[src/rtl/pipeline_swap_sequencer_pkg.sv]
`default_nettype none
// ---------------------------------------------------------------------------
// pipeline_swap_sequencer_pkg : shared state encoding and defaults for the
// A/B pipeline swap sequencer.   Rev 1.0
// ---------------------------------------------------------------------------
package pipeline_swap_sequencer_pkg;

  localparam int SWAP_COEF_WIDTH   = 8;
  localparam int SWAP_RESET_CYCLES = 4;

  typedef enum logic [1:0] {
    SWAP_IDLE      = 2'd0,
    SWAP_FADING    = 2'd1,
    SWAP_RESETTING = 2'd2
  } swap_state_e;

endpackage : pipeline_swap_sequencer_pkg
`default_nettype wire

[src/rtl/pipeline_swap_sequencer.sv]
`default_nettype none
// ---------------------------------------------------------------------------
// pipeline_swap_sequencer : crossfades the mixer from the current to the
// standby pipeline, commits the swap, then holds the retired one in reset.
// Rev 1.0
// ---------------------------------------------------------------------------
module pipeline_swap_sequencer
  import pipeline_swap_sequencer_pkg::*;
#(
  parameter int COEF_WIDTH   = SWAP_COEF_WIDTH,
  parameter int RESET_CYCLES = SWAP_RESET_CYCLES
) (
  input  logic                  clk_i,
  input  logic                  rst_ni,
  input  logic                  swap_req_i,
  input  logic [COEF_WIDTH:0]   fade_step_i,
  input  logic                  sample_tick_i,
  output logic                  current_pipeline_o,
  output logic [COEF_WIDTH:0]   fade_coef_o,
  output logic                  pipelines_swapping_o,
  output logic [1:0]            reset_pipeline_o,
  output logic                  swap_done_o,
  output logic                  swap_rejected_o
);

  localparam int CNT_W = (RESET_CYCLES > 1) ? $clog2(RESET_CYCLES) : 1;
  localparam logic [COEF_WIDTH:0] FULL = {1'b1, {COEF_WIDTH{1'b0}}};

  swap_state_e            state_q, state_d;
  logic                   cur_q, cur_d;
  logic [COEF_WIDTH:0]    coef_q, coef_d;
  logic [COEF_WIDTH:0]    step_q, step_d;
  logic                   swapping_q, swapping_d;
  logic [1:0]             rstp_q, rstp_d;
  logic                   done_q, done_d;
  logic                   rej_q, rej_d;
  logic [CNT_W-1:0]       cnt_q, cnt_d;
  logic [COEF_WIDTH+1:0]  sum;

  // One extra bit keeps the saturating add from wrapping.
  assign sum = {1'b0, coef_q} + {1'b0, step_q};

  always_comb begin
    state_d    = state_q;
    cur_d      = cur_q;
    coef_d     = coef_q;
    step_d     = step_q;
    swapping_d = swapping_q;
    rstp_d     = rstp_q;
    done_d     = 1'b0;
    rej_d      = 1'b0;
    cnt_d      = cnt_q;
    unique case (state_q)
      SWAP_IDLE: begin
        if (swap_req_i) begin
          step_d     = fade_step_i;
          swapping_d = 1'b1;
          state_d    = SWAP_FADING;
        end
      end
      SWAP_FADING: begin
        rej_d = swap_req_i;
        if (sample_tick_i) begin
          if ((step_q == '0) || (coef_q == FULL)) begin
            // Flip and zero together so the mixed output is continuous.
            cur_d   = ~cur_q;
            coef_d  = '0;
            done_d  = 1'b1;
            rstp_d  = cur_q ? 2'b10 : 2'b01;
            cnt_d   = CNT_W'(RESET_CYCLES - 1);
            state_d = SWAP_RESETTING;
          end else if (sum > {1'b0, FULL}) begin
            coef_d = FULL;
          end else begin
            coef_d = sum[COEF_WIDTH:0];
          end
        end
      end
      SWAP_RESETTING: begin
        rej_d = swap_req_i;
        if (cnt_q == '0) begin
          rstp_d     = 2'b00;
          swapping_d = 1'b0;
          state_d    = SWAP_IDLE;
        end else begin
          cnt_d = cnt_q - CNT_W'(1);
        end
      end
      default: state_d = SWAP_IDLE;
    endcase
  end

  always_ff @(posedge clk_i or negedge rst_ni) begin
    if (!rst_ni) begin
      state_q    <= SWAP_IDLE;
      cur_q      <= 1'b0;
      coef_q     <= '0;
      step_q     <= '0;
      swapping_q <= 1'b0;
      rstp_q     <= 2'b00;
      done_q     <= 1'b0;
      rej_q      <= 1'b0;
      cnt_q      <= '0;
    end else begin
      state_q    <= state_d;
      cur_q      <= cur_d;
      coef_q     <= coef_d;
      step_q     <= step_d;
      swapping_q <= swapping_d;
      rstp_q     <= rstp_d;
      done_q     <= done_d;
      rej_q      <= rej_d;
      cnt_q      <= cnt_d;
    end
  end

  assign current_pipeline_o   = cur_q;
  assign fade_coef_o          = coef_q;
  assign pipelines_swapping_o = swapping_q;
  assign reset_pipeline_o     = rstp_q;
  assign swap_done_o          = done_q;
  assign swap_rejected_o      = rej_q;

endmodule : pipeline_swap_sequencer
`default_nettype wire

[config.mk]
export PLATFORM = sky130hd
export DESIGN_NAME = pipeline_swap_sequencer
export DESIGN_NICKNAME = d
export VERILOG_FILES = /design/src/rtl/pipeline_swap_sequencer_pkg.sv /design/src/rtl/pipeline_swap_sequencer.sv
export SDC_FILE = /design/constraint.sdc
export NUM_CORES = 1
export LEC_CHECK = 0
export ABC_AREA = 1
export CORE_MARGIN = 3
export CORE_UTILIZATION = 30
export DETAILED_ROUTE_END_ITERATION = 10
export GPL_TIMING_DRIVEN = 0
export PLACE_DENSITY = 0.56
export SLEW_MARGIN = 40
export SYNTH_ARGS = -nofsm -noshare
export SYNTH_HDL_FRONTEND = slang
export SYNTH_SLANG_ARGS = --single-unit
[constraint.sdc]
create_clock -name clk_i -period 2.86 [get_ports clk_i]
set_clock_uncertainty 0.2 [all_clocks]
set_input_delay 0.572 -clock clk_i [delete_from_list [all_inputs] [get_ports clk_i]]
set_output_delay 0.572 -clock clk_i [all_outputs]
set_load 0.1 [all_outputs]
==> results.json, run 1 <==
{
  "async_flop_share_pct": 100,
  "clk_pin_slew_ns": 0.10,
  "reg2reg_depth": 13,
  "synth_seq_cells": 28,
  "hold_class": "primary input to async pin",
  "die_x_um": 82.9,
  "ctsRootBufferMaster": "clkbuf_8",
  "synth_cell_type_count": 24,
  "cts.sinks": 28,
  "fin_crit_ns": 2.31,
  "cts_max_level": 1,
  "nNetsFinal": 283,
  "drive_gt1_share_pct": 18.1,
  "place_area_sq_um": 2050,
  "grt_use_total_pct": 11.6,
  "row_count": 27,
  "drc": 0,
  "fmax_mhz": 434,
  "relSlewSlack_pct": 57.9,
  "dp_worst_setup_slack_ns": 0.578,
  "drv_cap": 0,
  "ys_seq_area_share_pct": 39.5,
  "synth_edf_count": 0,
  "first_pass_iters": 4,
  "grt_max_degree": 29,
  "ys.flop_type": "dfrtp_1",
  "slew_viol_final": 0,
  "wl_per_cell_um": 11.6,
  "cp.required_ns": 2.88,
  "fill_cells": 611,
  "synth_top_area_cell": "dfrtp_1",
  "insertion_delay_ns": 0.27,
  "period_share_pct": 80.6,
  "num_io_pins": 28,
  "design_area_sq_um": 2110,
  "syn_to_final_growth_pct": 18.9,
  "finish.utilization_pct": 37.6,
  "worstSetupStartpointType": "register",
  "io_buffer_count": 27,
  "r2r-end": "fade_coef_o[6]",
  "die_y_um": 82.9,
  "numCtsBuffers": 3,
  "reg2reg_slack_ns": 0.55,
  "worst-slew-pin-transition_ns": 0.632,
  "grt_pass1_wl_um": 6720,
  "crit_arrival_ns": 2.33,
  "worst-setup-path-type": "register to register",
  "grt_remaining_overflow": 0,
  "cts_tree": "built",
  "cts_hold_buf": 0,
  "layout_common_cells": "nand2_1 (62), inv_1 (28), dfrtp_1 (28)",
  "syn_avg_cell_area_sq_um": 7.95,
  "yosys-top-cells-area": "dfrtp_1 (40%), nand2_1 (13%), ha_1 (9.9%)",
  "fin_setup_tns_ns": 0,
  "synth_top_area_share_pct": 39.5,
  "gp_congestion": 0.765,
  "rr_startpoint": "fade_coef_o[0]",
  "setup_viol_count_final": 0,
  "hpwl_um": 3020,
  "synthCells": 223,
  "cp-startpoint": "fade_coef_o[0]",
  "final_antenna_net_count": 0,
  "layout_commonest_cell": "nand2_1",
  "yosys_warnings": 0,
  "clk_path_buf_depth": 2,
  "synth_fp_nets": 251,
  "initial_core_util_pct": 31.6,
  "final-hold-violation-count": 0,
  "synth_area_sq_um": 1770,
  "insertedDiodeCount": 0,
  "totalWireLength_um": 3790,
  "crit_path_end_kind": "register",
  "antenna_found_initial": 0,
  "dr.first_iter.drc_count": 67,
  "routed_via_density": 4.48,
  "cp_max_fo": 8,
  "grt_pass1_vias": 1464,
  "post-cts-setup-buffer-count": 0,
  "die_area_sq_um": 6870,
  "status": "completed",
  "coreArea_sq_um": 5610,
  "layout_setup_ws_ns": 0.555,
  "routed-via-count": 1459,
  "ctsResizeCount": 0,
  "rsz0062_at_grt": "false"
}
[cells in the mapped netlist, types with 3 or more instances]
cell type	n
nand4_1	3
mux2_2	9
inv_1	28
o21ai_0	3
a21oi_1	3
nand2_1	62
dfrtp_1	28
ha_1	14
nand3_1	24
nand3_2	4
nor2_1	22
inv_2	6
[sequential cells by signal, summed over array words and instances (netlist names), 2 cells and up]
name              cells
step_q                9
cnt_q                 2
fade_coef_o           9
state_q               2
reset_pipeline_o      2
[worst max-delay path, cell delays in order (launching register included)]
cell and delay [ns]:
dfrtp_1 0.43, ha_1 0.25, fa_1 0.44, nand2_1 0.09, nand2_1 0.09, nand3_1 0.10, nand2_1 0.06, nand2_1 0.06
nand2_1 0.07, nor2_2 0.11, nand3_2 0.09, nand2_4 0.11, nand3_1 0.09, nand2_1 0.08
[stage by stage]
step | hold slack [ns] | cells
2_1_floorplan | 0.0764 | 223
3_3_place_gp | 0.264 | 322
3_5_place_dp | 0.268 | 322
4_1_cts | 0.132 | 326
5_1_grt | 0.152 | 326
6_report | 0.103 | 326
[routing by layer]
metal | part of all wire [%] | GRT usage (%)
met4 | 0.58 | 1.78
met1 | 53 | 16.6
met2 | 44 | 18.3
met3 | 3.0 | 2.38
met5 | 0 | 0
[kinds of logic after synthesis]
group / Yosys count / share of synthesized area (%)
AOI/OAI and AO/OA: 11 / 4.09
xor gates and xnor gates: 2 / 0.988
adders and majority gates: 15 / 11.0
buffers and inverters: 34 / 7.20
DFF: 28 / 39.5
muxes: 9 / 5.72
and+or+nand+nor: 124 / 31.5
[final cells by class]
class	count	area (sq um)	area share [%]
clock buffer	4	55.1	2.61
sequential	28	701	33.2
inverter	34	128	6.05
timing repair buffer	27	190	9.02
multi-input combinational	161	945	44.8
tap	72	90.1	4.27
[worst max-delay path by stage]
stage	endpoint	slack (ns)	cells after the start
finish	fade_coef_o[6]	0.55	13
global placement	fade_coef_o[1]	0.47	1
detailed placement	fade_coef_o[6]	0.58	13
global route	fade_coef_o[6]	0.38	13
floorplan	fade_coef_o[1]	0.26	13
CTS	fade_coef_o[6]	0.54	13
Power of run 1 is left out: the tool's default activity adds up to more than one toggle a clock period on the data nets, which glitch-free logic cannot reach.
==> run 2, diff against run 1 <==
Settings changed: PLACE_DENSITY 0.56 to 0.57.
Clock period 2.86 ns to 1.9 ns, I/O delays scaled along.
==> run 2 against run 1 <==
Compared with the run above: the run now ends with setup timing left; final cell count rose by 2.5%; wire length rose by 6.3%; non-clock buffer count rose by 7; critical path depth did not move; clock-buffer cell count did not move; first-iteration DRC count fell by 7.5%; register-to-register slack got worse by 0.85 ns; cell area rose by 13%; core utilization rose by 5.0 points; critical path type unchanged; highest routed layer unchanged.
==> results.json, run 2 (synthesis results as in run 1) <==
{
  "status": "finished, violations left",
  "violations": "setup timing",
  "cts.sinks": 28,
  "clk_path_buf_depth": 2,
  "die_area_sq_um": 6870,
  "hpwl_um": 3050,
  "grt_pass1_vias": 1472,
  "slowest_delay_ns": 0.51,
  "cp.required_ns": 1.92,
  "num_io_pins": 28,
  "rr_startpoint": "fade_coef_o[0]",
  "cts_max_level": 1,
  "cts_tree": "built",
  "period_share_pct": 116,
  "grt_max_degree": 29,
  "row_count": 27,
  "grt_pass1_wl_um": 6930,
  "setup_viol_count_final": 9,
  "die_x_um": 82.9,
  "fmax_mhz": 455,
  "grt_remaining_overflow": 0,
  "design_area_sq_um": 2390,
  "cp_max_fo": 8,
  "drv_cap": 0,
  "crit_buf_inv": 0,
  "crit_path_end_kind": "register",
  "reg2reg_depth": 13,
  "ctsRootBufferMaster": "clkbuf_8",
  "r2r-end": "fade_coef_o[2]",
  "routed_via_density": 4.55,
  "cp_top_family": "simple AND/OR/NAND/NOR gates",
  "insertion_delay_ns": 0.28,
  "cp-startpoint": "fade_coef_o[0]",
  "final_antenna_net_count": 0,
  "worstSetupStartpointType": "register",
  "nNetsFinal": 291,
  "crit_arrival_ns": 2.22,
  "endpoint": "fade_coef_o[2]",
  "place_area_sq_um": 2180,
  "fin_crit_ns": 2.20,
  "rsz0062_at_grt": "true",
  "routed-via-count": 1521,
  "wl_per_cell_um": 12.1,
  "drc": 0,
  "final-hold-violation-count": 0,
  "io_buffer_count": 27,
  "clk_pin_slew_ns": 0.10,
  "first_pass_iters": 4,
  "cp_slowest_cell": "dfrtp_4",
  "syn_to_final_growth_pct": 34.9,
  "worst-slew-pin-transition_ns": 0.635,
  "placed_cells": 322,
  "slew_viol_final": 0,
  "die_y_um": 82.9,
  "reg2reg_slack_ns": -0.30,
  "initial_core_util_pct": 31.6,
  "final_cells": 334,
  "drive_gt1_share_pct": 33.2,
  "worst-setup-path-type": "register to register",
  "gp_congestion": 0.845,
  "numCtsBuffers": 3,
  "insertedDiodeCount": 0,
  "coreArea_sq_um": 5610,
  "layout_common_cells": "nand2_1 (53), inv_1 (28), nand3_1 (21)",
  "grt_use_total_pct": 12.2,
  "path_cells": "ha_4, fa_2, nand2_2, nand2_2, nand3_2, nand2_1, nand2_1, nand2_2, nor2_2, nand3_2, nand2_4, nand3_1, nand2_1",
  "antenna_found_initial": 0,
  "layout_commonest_cell": "nand2_1",
  "relSlewSlack_pct": 57.7,
  "critical_path_depth": 13,
  "totalWireLength_um": 4030,
  "layout_setup_ws_ns": -0.297,
  "dr.first_iter.drc_count": 62,
  "hold_class": "register to register"
}
-- run 2: changes by cell type in the layout (fill, tap and decap cells not counted), sizes merged --
cell	before	now
dlygate4sd3	0	1
a21oi	5	6
buf	16	20
clkbuf	4	6
-- run 2: how the worst min path moves through the flow --
stage	from	end	slack [ns]	depth (start not counted)
after floorplan	rst_ni	cnt_q[0]	-0.12	0
after global placement	reset_pipeline_o[0]	reset_pipeline_o[0]	0.27	2
after detailed placement	rst_ni	step_q[0]	0.26	1
after CTS	reset_pipeline_o[0]	reset_pipeline_o[0]	0.28	2
after global routing	reset_pipeline_o[0]	reset_pipeline_o[0]	0.33	2
final	reset_pipeline_o[0]	reset_pipeline_o[0]	0.27	2
-- run 2: repair_timing --
item | CTS | global route
setup endpoints to repair | 12 | 15
pin swaps | 1 | 10
gates resized for setup | 7 | 16
hold buffers | 1 | 0
cloned | 1 | 0
buffers inserted | 3 | 3
endpoints found under the hold margin | 28 | 0
-- run 2: cell type report --
cell class                      instances  area, sq um
Clock buffer                            4         55.1
Fill cell                             590         3220
Inverter                               34          128
Multi-Input combinational cell        162         1120
Sequential cell                        28          732
Tap cell                               72         90.1
Timing Repair Buffer                   34          267
-- run 2: worst min-delay path, cell delays in order, from the launching register on --
cell	delay [ns]
dfrtp_1	0.35
nand2_1	0.05
nand2_1	0.05
-- run 2: per-stage QoR --
stage / hold WS, ns / utilization (%) / worst slack (ns) / TNS [ns]
floorplan: -0.116 / - / -0.311 / -2.62
global placement: 0.271 / 40.2 / -0.476 / -15.16
detailed placement: 0.256 / 38.8 / -0.309 / -2.54
CTS: 0.279 / 41.0 / -0.280 / -2.12
global route: 0.327 / 42.6 / -0.390 / -3.18
finish: 0.271 / 42.6 / -0.297 / -2.24
-- run 2: routing by layer --
metal	global-route usage, %	share of wire [%]
met5	0	0
met2	21.0	49
met4	1.78	0.57
met1	16.4	47
met3	2.08	3.3
Power of run 2 is left out for the same reason.
==> run 3, diff against run 2 <==
Settings changed: CAP_MARGIN set to 20, SLEW_MARGIN 40 to 20.
==> run 3 against run 2 <==
Compared with the run above: the flow still finishes with violations (setup timing); maximum frequency is 1.8% lower; cell area up 2.1%; global-route usage decreased by 0.11 points; final cell count fell by 0.90%; sequential share of layout area decreased by 0.63 points; register-to-register slack worse by 0.04 ns; core utilization up 0.89 points; worst hold slack improved by 0.011 ns; sequential cell count did not move; via count fell by 0.20%; wire length fell by 2.0%; largest cell class unchanged.
==> results.json, run 3 (synthesis results as in run 1) <==
{
  "hold_class": "register to register",
  "violations": "setup timing",
  "cp_common_cell": "nand3_2",
  "cp_slowest_cell": "dfrtp_4",
  "reg2reg_slack_ns": -0.34,
  "period_share_pct": 118,
  "routed_via_density": 4.59,
  "cp.required_ns": 1.87,
  "cts_max_level": 1,
  "fill_cells": 600,
  "crit_buf_inv": 1,
  "setup_viol_count_final": 10,
  "coreArea_sq_um": 5610,
  "layout_common_cells": "nand2_1 (53), inv_1 (28), nor2_1 (21)",
  "endpoint": "fade_coef_o[6]",
  "seq_area_sq_um": 732,
  "rr_startpoint": "fade_coef_o[0]",
  "worstSetupStartpointType": "register",
  "critical_path_depth": 13,
  "fmax_mhz": 447,
  "drc": 0,
  "insertedDiodeCount": 0,
  "final_antenna_net_count": 0,
  "cts_tree": "built",
  "grt_use_total_pct": 12.1,
  "layout_setup_ws_ns": -0.338,
  "die_y_um": 82.9,
  "first_pass_iters": 4,
  "ctsRootBufferMaster": "clkbuf_8",
  "clk_pin_slew_ns": 0.10,
  "cts.sinks": 28,
  "initial_core_util_pct": 31.6,
  "status": "finished, violations left",
  "grt_remaining_overflow": 0,
  "clk_path_buf_depth": 2,
  "drive_gt1_share_pct": 34.4,
  "cp-startpoint": "fade_coef_o[0]",
  "crit_path_end_kind": "register",
  "antenna_found_initial": 0,
  "cp_top_family": "simple AND/OR/NAND/NOR gates",
  "grt_max_degree": 29,
  "cp_max_fo": 8,
  "dp_worst_setup_slack_ns": -0.312,
  "rsz0062_at_grt": "true",
  "io_buffer_count": 27,
  "totalWireLength_um": 3950,
  "slew_viol_final": 0,
  "fin_crit_ns": 2.24,
  "syn_to_final_growth_pct": 37.7,
  "slowest_delay_ns": 0.52,
  "grt_pass1_wl_um": 6900,
  "die_x_um": 82.9,
  "gp_congestion": 0.845,
  "reg2reg_depth": 13,
  "nNetsFinal": 288,
  "crit_arrival_ns": 2.21,
  "routed-via-count": 1518,
  "row_count": 27,
  "num_io_pins": 28,
  "path_cells": "ha_4, fa_2, nand2_2, nand2_2, buf_4, nand3_1, nand2_1, nand3_2, nor2_2, nand3_2, nand2_4, nand3_2, nand2_1",
  "worst-setup-path-type": "register to register",
  "insertion_delay_ns": 0.28,
  "final-hold-violation-count": 0,
  "r2r-end": "fade_coef_o[6]",
  "relSlewSlack_pct": 36.4,
  "wl_per_cell_um": 11.9,
  "worst-slew-pin-transition_ns": 0.957,
  "drv_cap": 0,
  "numCtsBuffers": 3,
  "layout_commonest_cell": "nand2_1",
  "multi_input_area_sq_um": 1140,
  "die_area_sq_um": 6870,
  "dr.first_iter.drc_count": 67,
  "grt_pass1_vias": 1485,
  "hpwl_um": 3060
}
[run 3: layer usage]
layer | routed length [um] | track usage, % | up-vias
met5 | 0 | 0 | -
met1 | 1910 | 16.3 | 714
met4 | 44 | 3.86 | 0
met3 | 81 | 1.59 | 6
met2 | 1910 | 20.0 | 17
li1 | - | - | 781
[run 3: cell type report]
| class | count | area share, % |
|---|---|---|
| clock buffers | 4 | 1.85 |
| inverters | 34 | 5.23 |
| multi-input cells | 161 | 46.7 |
| flip-flops and latches | 28 | 30.0 |
| well taps | 72 | 3.69 |
| repair buffers | 32 | 12.6 |
[run 3: through the flow]
stage / cells / hold WS [ns] / util [%] / instance area, sq um / TNS (ns)
5_1_grt: 331 / 0.334 / 43.5 / 2440 / -3.85
6_report: 331 / 0.282 / 43.5 / 2440 / -2.87
2_1_floorplan: 223 / -0.116 / - / 1900 / -2.62
4_1_cts: 329 / 0.294 / 43.2 / 2420 / -2.96
3_5_place_dp: 322 / 0.261 / 40.2 / 2250 / -5.61
3_3_place_gp: 322 / 0.271 / 40.2 / 2260 / -15.16
[run 3: how the worst min path moves through the flow]
stage | from | depth (start not counted) | end | slack (ns)
5_1_grt | reset_pipeline_o[1] | 2 | reset_pipeline_o[1] | 0.33
4_1_cts | reset_pipeline_o[0] | 2 | reset_pipeline_o[0] | 0.29
3_3_place_gp | reset_pipeline_o[0] | 2 | reset_pipeline_o[0] | 0.27
2_1_floorplan | rst_ni | 0 | cnt_q[0] | -0.12
3_5_place_dp | rst_ni | 1 | step_q[0] | 0.26
6_report | reset_pipeline_o[1] | 2 | reset_pipeline_o[1] | 0.28
[run 3: what timing repair did]
item	4_1_cts	5_1_grt
endpoints found under the setup margin	27	21
hold buffers	1	0
endpoints found under the hold margin	28	0
setup buffers	2	2
gates resized for setup	62	14
pin swaps	4	9
[run 3: worst reg2reg max path, stage by stage (launching register included)]
cell and delay, ns:
dfrtp_4 0.52, ha_4 0.17, fa_2 0.37, nand2_2 0.08, nand2_2 0.07, buf_4 0.14, nand3_1 0.05, nand2_1 0.09
nand3_2 0.09, nor2_2 0.04, nand3_2 0.07, nand2_4 0.11, nand3_2 0.09, nand2_1 0.05
Power of run 3 is left out for the same reason.
